--- src/rtl/burst_write_arbiter_pkg.sv ---
// Shared types for the burst write arbiter: FSM state, requester id and
// the {id, length} entry kept per outstanding burst in the order FIFO.
// No ports; imported by burst_order_fifo and burst_write_arbiter.
package burst_write_arbiter_pkg;

  localparam int LEN_W = 8;
  localparam logic [LEN_W-1:0] LEN_ONE = LEN_W'(1);

  typedef enum logic [1:0] {
    ST_IDLE = 2'd0,
    ST_ADDR = 2'd1,
    ST_DATA = 2'd2
  } state_e;

  typedef logic req_id_t;

  typedef struct packed {
    req_id_t            id;
    logic [LEN_W-1:0]   len;
  } order_entry_t;

endpackage

--- src/rtl/burst_order_fifo.sv ---
// Order FIFO remembering which requester owns each outstanding burst.
// Latency: push visible at head next cycle; head is a registered read (no bypass).
// Backpressure: full_o blocks new grants upstream; push+pop together keeps count, even when full.
// Ports: clk, rst_n (sync, active-low), push_i/push_dat_i, pop_i, head_dat_o, full_o, empty_o.
module burst_order_fifo
  import burst_write_arbiter_pkg::*;
#(
  parameter int DEPTH = 4
) (
  input  logic         clk,
  input  logic         rst_n,
  input  logic         push_i,
  input  order_entry_t push_dat_i,
  input  logic         pop_i,
  output order_entry_t head_dat_o,
  output logic         full_o,
  output logic         empty_o
);

  localparam int PTR_W = (DEPTH > 1) ? $clog2(DEPTH) : 1;
  localparam int CNT_W = PTR_W + 1;

  order_entry_t     mem_q [DEPTH];
  logic [PTR_W-1:0] wr_ptr_q, rd_ptr_q;
  logic [CNT_W-1:0] cnt_q;
  logic             do_push, do_pop;

  assign full_o     = (cnt_q == CNT_W'(DEPTH));
  assign empty_o    = (cnt_q == '0);
  assign head_dat_o = mem_q[rd_ptr_q];

  // A pop frees the slot in the same cycle, so a full FIFO may still accept.
  assign do_pop  = pop_i && !empty_o;
  assign do_push = push_i && (!full_o || do_pop);

  always_ff @(posedge clk) begin
    if (do_push) mem_q[wr_ptr_q] <= push_dat_i;
  end

  // Pointers wrap naturally because DEPTH is a power of two.
  always_ff @(posedge clk) begin
    if (!rst_n) begin
      wr_ptr_q <= '0;
      rd_ptr_q <= '0;
      cnt_q    <= '0;
    end else begin
      if (do_push) wr_ptr_q <= wr_ptr_q + PTR_W'(1);
      if (do_pop)  rd_ptr_q <= rd_ptr_q + PTR_W'(1);
      case ({do_push, do_pop})
        2'b10:   cnt_q <= cnt_q + CNT_W'(1);
        2'b01:   cnt_q <= cnt_q - CNT_W'(1);
        default: cnt_q <= cnt_q;
      endcase
    end
  end

endmodule

--- src/rtl/burst_write_arbiter.sv ---
// Two-requester burst write arbiter onto one shared address/data/response pipeline.
// Latency: grant registered one cycle after addr_valid in IDLE; addr/data/response paths combinational.
// Backpressure: readies mirror the pipeline for the granted/head requester; grants stall while the order FIFO is full.
// Ports: clk, rst_n (sync, active-low); s0_*/s1_* requester addr, data and response channels;
//        m_addr/m_length/m_addr_valid/m_addr_ready, m_data/m_data_valid/m_data_ready, m_response/m_valid/m_ready.
// Build option: BURST_ARB_ROUND_ROBIN_EN selects round-robin tie-break (default fixed priority, s0 wins).
module burst_write_arbiter
  import burst_write_arbiter_pkg::*;
#(
  parameter int DATA_WIDTH       = 32,
  parameter int ADDR_WIDTH       = 32,
  parameter int MAX_BURST_LENGTH = 4,
  parameter int ORDER_DEPTH      = 4
) (
  input  logic                  clk,
  input  logic                  rst_n,
  input  logic [ADDR_WIDTH-1:0] s0_addr,
  input  logic [LEN_W-1:0]      s0_length,
  input  logic                  s0_addr_valid,
  output logic                  s0_addr_ready,
  input  logic [DATA_WIDTH-1:0] s0_data,
  input  logic                  s0_data_valid,
  output logic                  s0_data_ready,
  output logic [ADDR_WIDTH-1:0] s0_response,
  output logic                  s0_valid,
  input  logic                  s0_ready,
  input  logic [ADDR_WIDTH-1:0] s1_addr,
  input  logic [LEN_W-1:0]      s1_length,
  input  logic                  s1_addr_valid,
  output logic                  s1_addr_ready,
  input  logic [DATA_WIDTH-1:0] s1_data,
  input  logic                  s1_data_valid,
  output logic                  s1_data_ready,
  output logic [ADDR_WIDTH-1:0] s1_response,
  output logic                  s1_valid,
  input  logic                  s1_ready,
  output logic [ADDR_WIDTH-1:0] m_addr,
  output logic [LEN_W-1:0]      m_length,
  output logic                  m_addr_valid,
  input  logic                  m_addr_ready,
  output logic [DATA_WIDTH-1:0] m_data,
  output logic                  m_data_valid,
  input  logic                  m_data_ready,
  input  logic [ADDR_WIDTH-1:0] m_response,
  input  logic                  m_valid,
  output logic                  m_ready
);

  // Lengths are forwarded unchecked; only make sure the parameter fits the 8-bit field.
  if (MAX_BURST_LENGTH < 1 || MAX_BURST_LENGTH > (1 << LEN_W)) begin : g_len_chk
    $error("MAX_BURST_LENGTH does not fit the length field");
  end

  state_e           state_q, state_d;
  req_id_t          grant_q, grant_d;
  logic [LEN_W-1:0] beat_q, beat_d;
  logic [LEN_W-1:0] rsp_left_q, rsp_left_d, rsp_rem;
  logic             rsp_busy_q, rsp_busy_d;
  req_id_t          winner;
  order_entry_t     head, push_dat;
  logic             fifo_full, fifo_empty, push, pop;
  logic             g_addr_vld, g_data_vld, addr_hs, data_hs, rsp_on, rsp_hs;

`ifdef BURST_ARB_ROUND_ROBIN_EN
  // rr_q names the requester that wins the next tie.
  req_id_t rr_q, rr_d;
  assign winner = (s0_addr_valid && s1_addr_valid) ? rr_q : s1_addr_valid;
`else
  assign winner = !s0_addr_valid;
`endif

  assign g_addr_vld = grant_q ? s1_addr_valid : s0_addr_valid;
  assign g_data_vld = grant_q ? s1_data_valid : s0_data_valid;
  assign m_addr     = grant_q ? s1_addr   : s0_addr;
  assign m_length   = grant_q ? s1_length : s0_length;
  assign m_data     = grant_q ? s1_data   : s0_data;

  // rst_n gating keeps every handshake output quiet while reset is applied.
  assign m_addr_valid  = rst_n && (state_q == ST_ADDR) && g_addr_vld;
  assign m_data_valid  = rst_n && (state_q == ST_DATA) && g_data_vld;
  assign s0_addr_ready = rst_n && (state_q == ST_ADDR) && !grant_q && m_addr_ready;
  assign s1_addr_ready = rst_n && (state_q == ST_ADDR) &&  grant_q && m_addr_ready;
  assign s0_data_ready = rst_n && (state_q == ST_DATA) && !grant_q && m_data_ready;
  assign s1_data_ready = rst_n && (state_q == ST_DATA) &&  grant_q && m_data_ready;
  assign addr_hs       = m_addr_valid && m_addr_ready;
  assign data_hs       = m_data_valid && m_data_ready;

  // Responses return in burst order; the FIFO head says who owns them.
  assign rsp_on      = rst_n && !fifo_empty;
  assign m_ready     = rsp_on && (head.id ? s1_ready : s0_ready);
  assign s0_valid    = rsp_on && !head.id && m_valid;
  assign s1_valid    = rsp_on &&  head.id && m_valid;
  assign s0_response = m_response;
  assign s1_response = m_response;
  assign rsp_hs      = m_valid && m_ready;
  // First beat of a head burst takes its count straight from the head entry.
  assign rsp_rem     = rsp_busy_q ? rsp_left_q : head.len;
  assign pop         = rsp_hs && (rsp_rem == '0);

  assign push         = addr_hs;
  assign push_dat.id  = grant_q;
  assign push_dat.len = m_length;

  burst_order_fifo #(.DEPTH(ORDER_DEPTH)) u_order_fifo (
    .clk        (clk),
    .rst_n      (rst_n),
    .push_i     (push),
    .push_dat_i (push_dat),
    .pop_i      (pop),
    .head_dat_o (head),
    .full_o     (fifo_full),
    .empty_o    (fifo_empty)
  );

  always_comb begin
    state_d    = state_q;
    grant_d    = grant_q;
    beat_d     = beat_q;
    rsp_busy_d = rsp_busy_q;
    rsp_left_d = rsp_left_q;
`ifdef BURST_ARB_ROUND_ROBIN_EN
    rr_d       = rr_q;
`endif
    case (state_q)
      ST_IDLE: begin
        if ((s0_addr_valid || s1_addr_valid) && !fifo_full) begin
          grant_d = winner;
          state_d = ST_ADDR;
        end
      end
      ST_ADDR: begin
        if (addr_hs) begin
          beat_d  = m_length;
          state_d = ST_DATA;
        end
      end
      ST_DATA: begin
        if (data_hs) begin
          if (beat_q == '0) begin
            state_d = ST_IDLE;
`ifdef BURST_ARB_ROUND_ROBIN_EN
            rr_d    = !grant_q;
`endif
          end else begin
            beat_d = beat_q - LEN_ONE;
          end
        end
      end
      default: state_d = ST_IDLE;
    endcase

    if (rsp_hs) begin
      rsp_busy_d = (rsp_rem != '0);
      rsp_left_d = rsp_rem - LEN_ONE;
    end
  end

  always_ff @(posedge clk) begin
    if (!rst_n) begin
      state_q    <= ST_IDLE;
      grant_q    <= 1'b0;
      beat_q     <= '0;
      rsp_busy_q <= 1'b0;
      rsp_left_q <= '0;
`ifdef BURST_ARB_ROUND_ROBIN_EN
      rr_q       <= 1'b0;
`endif
    end else begin
      state_q    <= state_d;
      grant_q    <= grant_d;
      beat_q     <= beat_d;
      rsp_busy_q <= rsp_busy_d;
      rsp_left_q <= rsp_left_d;
`ifdef BURST_ARB_ROUND_ROBIN_EN
      rr_q       <= rr_d;
`endif
    end
  end

endmodule

--- config.mk ---
export PLATFORM = sky130hd
export DESIGN_NAME = burst_write_arbiter
export DESIGN_NICKNAME = d
export VERILOG_FILES = /design/src/rtl/burst_write_arbiter_pkg.sv /design/src/rtl/burst_order_fifo.sv /design/src/rtl/burst_write_arbiter.sv
export SDC_FILE = /design/constraint.sdc
export NUM_CORES = 1
export LEC_CHECK = 0
export ABC_AREA = 1
export BUFFER_PORTS_ARGS = -buffer_cell sky130_fd_sc_hd__buf_2
export CAP_MARGIN = 15
export CORE_AREA = 2 2 130 132
export CTS_CLUSTER_SIZE = 16
export DETAILED_ROUTE_END_ITERATION = 12
export DIE_AREA = 0 0 132 134
export HOLD_SLACK_MARGIN = 0.06
export PLACE_DENSITY = 0.72
export SKIP_LAST_GASP = 1
export SLEW_MARGIN = 20
export SYNTH_ARGS = -nofsm -noshare
export SYNTH_HDL_FRONTEND = slang
export SYNTH_HIERARCHICAL = 1
export SYNTH_SLANG_ARGS = --single-unit
--- constraint.sdc ---
create_clock -name clk -period 3.8 [get_ports clk]
set_input_delay 0.38 -clock clk [delete_from_list [all_inputs] [get_ports clk]]
set_output_delay 0.38 -clock clk [all_outputs]
set_load 0.02 [all_outputs]
**Word level (Yosys, flattened, before mapping)**

Memories as Yosys holds them, arrays and structs flattened. A register that Yosys moved wholly into a read port is not among the register bits.
Cells that the tools add are included.

- Bits in registers: 27
- Memory bits (writable): 36
- Logic and storage cells: 88
- Memories kept: 1

- Add/subtract/negate cells: 6
- Equality and inequality tests: 10
- Muxes and demuxes: 21
- Reduce and logical (&&, ||, !) cells: 42

Memory list:

| name | depth | width | read ports | clocked after Yosys merged registers in | wr ports | line | text |
|---|---|---|---|---|---|---|---|
| u_order_fifo.mem_q | 4 | 9 | 1 | 1 | 1 | burst_order_fifo.sv:23 | `order_entry_t mem_q [DEPTH];` |

Operator list:

| cell | number |
|---|---|
| 32-bit 2-to-1 mux | 2 |
| 8-bit 2-to-1 mux | 5 |
| 1-bit logical AND | 25 |
| 8-bit logical NOT | 2 |
| 8-bit case mux with 2 select lines | 1 |
| 8-bit by 1-bit subtractor with 8-bit output (second input constant) | 2 |
| 2-bit 2-to-1 mux | 6 |
| 4-bit AND reduction | 2 |
| 8-bit nonzero test | 1 |
| 2-bit inequality test (second input constant) | 3 |
| 2-bit case mux with 3 select lines | 1 |
| 3-bit case mux with 2 select lines | 1 |
| 1-bit logical NOT | 5 |
| 1-bit 2-to-1 mux | 5 |
| 2-bit by 1-bit adder with 2-bit output (second input constant) | 2 |
| 2-bit by 1-bit == test with 1-bit output (second input constant) | 2 |
| 2-bit == test (second input constant) | 2 |
| 2-bit by 1-bit inequality test with 1-bit output (second input constant) | 2 |
| 2-bit nonzero test | 2 |
| 3-bit by 1-bit adder with 3-bit output (second input constant) | 1 |
| 3-bit == test (second input constant) | 1 |
| 3-bit logical NOT | 1 |
| 3-bit by 1-bit subtractor with 3-bit output (second input constant) | 1 |
| 2-bit logical NOT | 1 |
| 2 further kinds | 3 |

**Depth between registers and ports, before layout**

- Depth in word-level cells: 11
- Gate-level depth with buffers: 19

**By module**

Netlist, hierarchy kept.

Modules (own cells, without submodules):

| module | instances | cells each | area an instance (µm²) | seq. area each (µm²) |
|---|---|---|---|---|
| burst_write_arbiter | 1 | 560 | 2891.5 | 400.4 |
| burst_order_fifo | 1 | 150 | 1806.7 | 1261.2 |

**Worst setup path before layout**

No wires, ideal clock.

- Path type: register -> register
- From: register with a tool-made name
- To: register u_order_fifo.cnt_q[2]
- Arrival time: 2.818 ns
- Path slack: 0.867 ns
- Stages on the path, launching flop included: 19
- Path buffers: 3
- Period minus slack after synthesis: 2.933 ns
- Cell sequence: dfxtp_1 > buf_2 > inv_1 > buf_4 > nor2_1 > o22ai_1 > nand2_1 > o21ai_0 > nand2_1 > nor2_4 > inv_2 > buf_6 > nor2_1 > nand3_1 > fa_1 > inv_1 > nand4_1 > a21oi_1 > nor2_1

RTL lines:

| item | line | text |
|---|---|---|
| end signal: assignment | burst_order_fifo.sv:50 | `2'b10: cnt_q <= cnt_q + CNT_W'(1);` |
| end signal: assignment | burst_order_fifo.sv:51 | `2'b01: cnt_q <= cnt_q - CNT_W'(1);` |
| end signal: assignment | burst_order_fifo.sv:52 | `default: cnt_q <= cnt_q;` |
| end: declaration | burst_order_fifo.sv:25 | `logic [CNT_W-1:0] cnt_q;` |

==> flow_results.xml <==
<?xml version="1.0" encoding="UTF-8"?>
<metrics>
  <group name="synthesis">
    <metric name="combinational_family_with_the_most_area_after_synthesis" unit="">simple AND/OR/NAND/NOR gates</metric>
    <metric name="synth_seq_cells" unit="">65</metric>
    <metric name="synth.lib_cells_used.distinct" unit="">33</metric>
    <metric name="synth_sequential_area_ratio" unit="%">35.4</metric>
    <metric name="summed_instance_area_of_the_synthesized_netlist" unit="um^2">4700</metric>
    <metric name="synthesis.yosys.warnings" unit="">6</metric>
    <metric name="syn_inst" unit="">710</metric>
    <metric name="ys_async_sr_fraction" unit="%">0</metric>
    <metric name="synth_fp_nets" unit="">906</metric>
    <metric name="synth_area_per_cell" unit="um^2">6.62</metric>
    <metric name="synth_simple_gate_area_share" unit="%">33.9</metric>
    <metric name="post_synth_xor_area_fraction" unit="%">0.559</metric>
    <metric name="post_synth_fa_ha_maj_area_fraction" unit="%">2.56</metric>
    <metric name="post_synth_mux_area_share" unit="%">0</metric>
    <metric name="synthFlopType" unit="">sky130_fd_sc_hd__edfxtp_1</metric>
    <metric name="synth-edff-count" unit="">36</metric>
    <metric name="synth-compound-area-share" unit="%">9.43</metric>
  </group>
  <group name="cells_and_area">
    <metric name="antenna_cells" unit="">0</metric>
    <metric name="post_route_cells_drive_above_1_share" unit="%">31.3</metric>
    <metric name="num-nets-final" unit="">1075</metric>
    <metric name="layout.cell_area.non_filler" unit="um^2">5920</metric>
    <metric name="area.growth.synth_to_final" unit="%">25.9</metric>
    <metric name="stdcell_count" unit="">1104</metric>
    <metric name="fin_util" unit="%">36.3</metric>
  </group>
  <group name="placed_design">
    <metric name="placed_cells" unit="">1088</metric>
    <metric name="gp_congestion" unit="">0.884</metric>
    <metric name="io_buffer_count" unit="">235</metric>
    <metric name="dpl-instance-area" unit="um^2">5630</metric>
    <metric name="dp_hpwl" unit="um">11700</metric>
    <metric name="pre_cts_setup_slack" unit="ns">0.871</metric>
  </group>
  <group name="setup_path">
    <metric name="timing.rr.end" unit="">u_order_fifo/cnt_q[2]$_SDFFE_PN0P_</metric>
    <metric name="timing.critical_path.fanout_max" unit="">18</metric>
    <metric name="worstSetupPathType" unit="">flip-flop to flip-flop</metric>
    <metric name="required" unit="ns">4.02</metric>
    <metric name="timing.reg2reg.worst_path_depth" unit="">15</metric>
    <metric name="endpoint_kind" unit="">flip-flop</metric>
    <metric name="rrSetupSlack" unit="ns">0.84</metric>
    <metric name="worst_ep_arrival_time" unit="ns">3.18</metric>
    <metric name="critPathLaunchType" unit="">flip-flop</metric>
  </group>
  <group name="grt">
    <metric name="grt_pass1_vias" unit="">4539</metric>
    <metric name="grt_remaining_overflow" unit="">0</metric>
    <metric name="grt_first_pass_wirelength" unit="um">22700</metric>
    <metric name="grt_max_degree" unit="">83</metric>
    <metric name="grt_antenna_before_repair" unit="">0</metric>
    <metric name="grt_util_all_layers" unit="%">16.3</metric>
  </group>
  <group name="route">
    <metric name="totalWireLength" unit="um">14800</metric>
    <metric name="routed_wire_length_per_instance" unit="um">13.4</metric>
    <metric name="drcViolationCount" unit="">0</metric>
    <metric name="dr_total_vias" unit="">4862</metric>
    <metric name="route.detailed.vias_per_inst" unit="">4.40</metric>
    <metric name="final_antenna_net_count" unit="">0</metric>
    <metric name="drt-initial-drc-count" unit="">318</metric>
    <metric name="drtPass1Iterations" unit="">5</metric>
  </group>
  <group name="cts">
    <metric name="path_clk_slew" unit="ns">0.05</metric>
    <metric name="cts_sinks" unit="">65</metric>
    <metric name="holdBufCountCts" unit="">0</metric>
    <metric name="cts.path.max_buffers" unit="">2</metric>
    <metric name="cts_max_level" unit="">3</metric>
    <metric name="cts_tree" unit="">built</metric>
    <metric name="cts-buffers-inserted" unit="">9</metric>
    <metric name="clock_insertion_delay_worst_skew" unit="ns">0.33</metric>
    <metric name="post_cts_resized" unit="">0</metric>
    <metric name="clockRootBuffer" unit="">sky130_fd_sc_hd__clkbuf_16</metric>
    <metric name="postCtsSetupRepairBufs" unit="">0</metric>
  </group>
  <group name="floorplanning">
    <metric name="design.portCount" unit="">332</metric>
    <metric name="start_util" unit="%">28.8</metric>
    <metric name="die_w" unit="um">132</metric>
    <metric name="rows" unit="">47</metric>
    <metric name="core-area" unit="um^2">16300</metric>
    <metric name="die_h" unit="um">134</metric>
    <metric name="floorplan.die_area" unit="um^2">17700</metric>
  </group>
  <group name="timing">
    <metric name="maxClockFrequency" unit="MHz">338</metric>
    <metric name="worst_slew_margin_rel" unit="%">45.4</metric>
    <metric name="setup-tns-final" unit="ns">0</metric>
    <metric name="layout_setup_ws" unit="ns">0.844</metric>
    <metric name="fin_crit_sh" unit="%">77.8</metric>
    <metric name="maxSlewViolCount" unit="">0</metric>
    <metric name="min_period" unit="ns">2.96</metric>
    <metric name="fin_worst_skew" unit="ns">0.00795</metric>
    <metric name="hold_viol" unit="">0</metric>
    <metric name="rsz0062_at_grt" unit="">false</metric>
    <metric name="timing_worst_slew_pin_value" unit="ns">0.819</metric>
    <metric name="setup-violations-final" unit="">0</metric>
    <metric name="hold_ws" unit="ns">0.427</metric>
  </group>
  <group name="pwr">
    <metric name="power.ir.vdd_worst" unit="mV">0.213</metric>
    <metric name="pwr-share-seq" unit="%">28.0</metric>
    <metric name="combPwrFrac" unit="%">46.9</metric>
    <metric name="report.power.total" unit="mW">3.12</metric>
    <metric name="p_leak" unit="nW">3.16</metric>
    <metric name="p_clk_share" unit="%">25.1</metric>
    <metric name="p_int" unit="mW">1.80</metric>
    <metric name="power.share.switching" unit="%">42.4</metric>
    <metric name="switching_power_of_the_nets" unit="mW">1.32</metric>
    <metric name="cellPowerDensity" unit="nW/um^2">527</metric>
  </group>
  <group name="worst_hold_path">
    <metric name="hp_start" unit="">rst_n</metric>
    <metric name="worstHoldPathType" unit="">primary input to flip-flop</metric>
    <metric name="hold-path-endpoint" unit="">state_q[0]$_SDFFE_PN0P_</metric>
    <metric name="worstHoldPathCells" unit="">3</metric>
  </group>
  <group name="status">
    <metric name="run_status" unit="">completed</metric>
  </group>
  <group name="flow_run">
    <metric name="timing.max_cap.violations" unit="">0</metric>
  </group>
</metrics>
==> sequential cells by signal, summed over array words and instances, names as in the netlist, named ones only <==
register	count
beat_q	8
grant_q	1
rsp_busy_q	1
rsp_left_q	8
state_q	2
u_order_fifo/cnt_q	3
u_order_fifo/mem_q	36
u_order_fifo/rd_ptr_q	2
u_order_fifo/wr_ptr_q	2
==> cell families (layout without fill, tap and decap cells) <==
kind of cell,after synthesis,count (layout)
compound gates,82,82
simple gates,398,398
fa+ha+maj,9,9
flops,65,65
buf+inv,153,327
xor+xnor,3,3
==> final cells by class <==
cell class,count,area (um^2)
Sequential cell,65,1660
Timing Repair Buffer,245,1260
Clock buffer,14,275
Inverter,66,248
Clock inverter,2,10.0
Tap cell,220,275
Multi-Input combinational cell,492,2180
Fill cell,1788,10400
==> synthesized netlist by cell type, types with 5 or more instances <==
library cell,n,area [um^2]
sky130_fd_sc_hd__ha_1,8,100
sky130_fd_sc_hd__nand3_1,20,100
sky130_fd_sc_hd__o21ai_0,39,195
sky130_fd_sc_hd__o22ai_1,9,56.3
sky130_fd_sc_hd__a21oi_1,21,105
sky130_fd_sc_hd__dfxtp_1,29,581
sky130_fd_sc_hd__inv_1,63,236
sky130_fd_sc_hd__o21ai_1,8,40.0
sky130_fd_sc_hd__buf_2,11,55.1
sky130_fd_sc_hd__edfxtp_1,36,1080
sky130_fd_sc_hd__nand2_2,5,31.3
sky130_fd_sc_hd__nor2_1,62,233
sky130_fd_sc_hd__nor3_1,7,35.0
sky130_fd_sc_hd__buf_4,65,488
sky130_fd_sc_hd__nand2_1,290,1090
==> cells in the final DEF (no fill, tap or decap), types with 2 or more instances in the layout <==
| cell type | n |
|---|---|
| sky130_fd_sc_hd__nand2_1 | 290 |
| sky130_fd_sc_hd__clkbuf_16 | 10 |
| sky130_fd_sc_hd__inv_2 | 3 |
| sky130_fd_sc_hd__dfxtp_1 | 28 |
| sky130_fd_sc_hd__inv_1 | 62 |
| sky130_fd_sc_hd__a21oi_1 | 21 |
| sky130_fd_sc_hd__ha_1 | 8 |
| sky130_fd_sc_hd__o21ai_1 | 8 |
| sky130_fd_sc_hd__o22ai_1 | 9 |
| sky130_fd_sc_hd__nor2_1 | 62 |
| sky130_fd_sc_hd__nand2_2 | 5 |
| sky130_fd_sc_hd__edfxtp_1 | 36 |
| sky130_fd_sc_hd__nand4_1 | 4 |
| sky130_fd_sc_hd__o21ai_0 | 39 |
| sky130_fd_sc_hd__o21bai_1 | 2 |
| sky130_fd_sc_hd__buf_2 | 235 |
| sky130_fd_sc_hd__nor2_2 | 2 |
| sky130_fd_sc_hd__nand3_1 | 20 |
| sky130_fd_sc_hd__nand3_2 | 2 |
| sky130_fd_sc_hd__clkbuf_1 | 3 |
| sky130_fd_sc_hd__or2_2 | 3 |
| sky130_fd_sc_hd__xor2_1 | 2 |
| sky130_fd_sc_hd__o21a_1 | 2 |
| sky130_fd_sc_hd__buf_4 | 9 |
| sky130_fd_sc_hd__clkinv_2 | 2 |
| sky130_fd_sc_hd__nor3_1 | 7 |
==> how the worst max path moves through the flow <==
stage	start	end	slack, ns
2_1_floorplan	flip-flop	u_order_fifo/cnt_q[2]$_SDFFE_PN0P_	0.87
3_3_place_gp	flip-flop	u_order_fifo/cnt_q[2]$_SDFFE_PN0P_	1.00
3_5_place_dp	flip-flop	u_order_fifo/cnt_q[2]$_SDFFE_PN0P_	0.87
4_1_cts	flip-flop	u_order_fifo/cnt_q[2]$_SDFFE_PN0P_	0.85
5_1_grt	flip-flop	u_order_fifo/cnt_q[2]$_SDFFE_PN0P_	0.45
6_report	flip-flop	u_order_fifo/cnt_q[2]$_SDFFE_PN0P_	0.84
==> power by group through the flow <==
stage / combinational [mW] / clock (mW) / sequential [mW]
floorplan: 1.11 / 0 / 0.879
global placement: 1.46 / 0 / 0.886
detailed placement: 1.48 / 0 / 0.886
CTS: 1.48 / 0.796 / 0.873
global route: 1.66 / 0.829 / 0.882
finish: 1.46 / 0.782 / 0.874
==> critical path, cell delays in order, from the launching register on <==
cell	delay [ns]
sky130_fd_sc_hd__dfxtp_1	0.31
sky130_fd_sc_hd__inv_1	0.31
sky130_fd_sc_hd__o21ai_0	0.15
sky130_fd_sc_hd__o22ai_1	0.30
sky130_fd_sc_hd__nand2_1	0.08
sky130_fd_sc_hd__o21ai_0	0.07
sky130_fd_sc_hd__nand2_1	0.12
sky130_fd_sc_hd__nor2_4	0.20
sky130_fd_sc_hd__inv_2	0.13
sky130_fd_sc_hd__nor2_1	0.18
sky130_fd_sc_hd__nand3_1	0.18
sky130_fd_sc_hd__fa_1	0.43
sky130_fd_sc_hd__inv_1	0.07
sky130_fd_sc_hd__nand4_1	0.11
sky130_fd_sc_hd__a21oi_1	0.14
sky130_fd_sc_hd__nor2_1	0.05
==> per-layer routing <==
metal / global-route usage (%) / share of wire, % / up-vias
met2: 29.1 / 49 / 210
met4: 4.05 / 0.92 / 2
met3: 5.52 / 7.7 / 14
met1: 18.4 / 42 / 2142
li1: - / - / 2494
met5: 3.33 / 0.57 / -
Note: power is estimated with default switching activity, not from simulation.
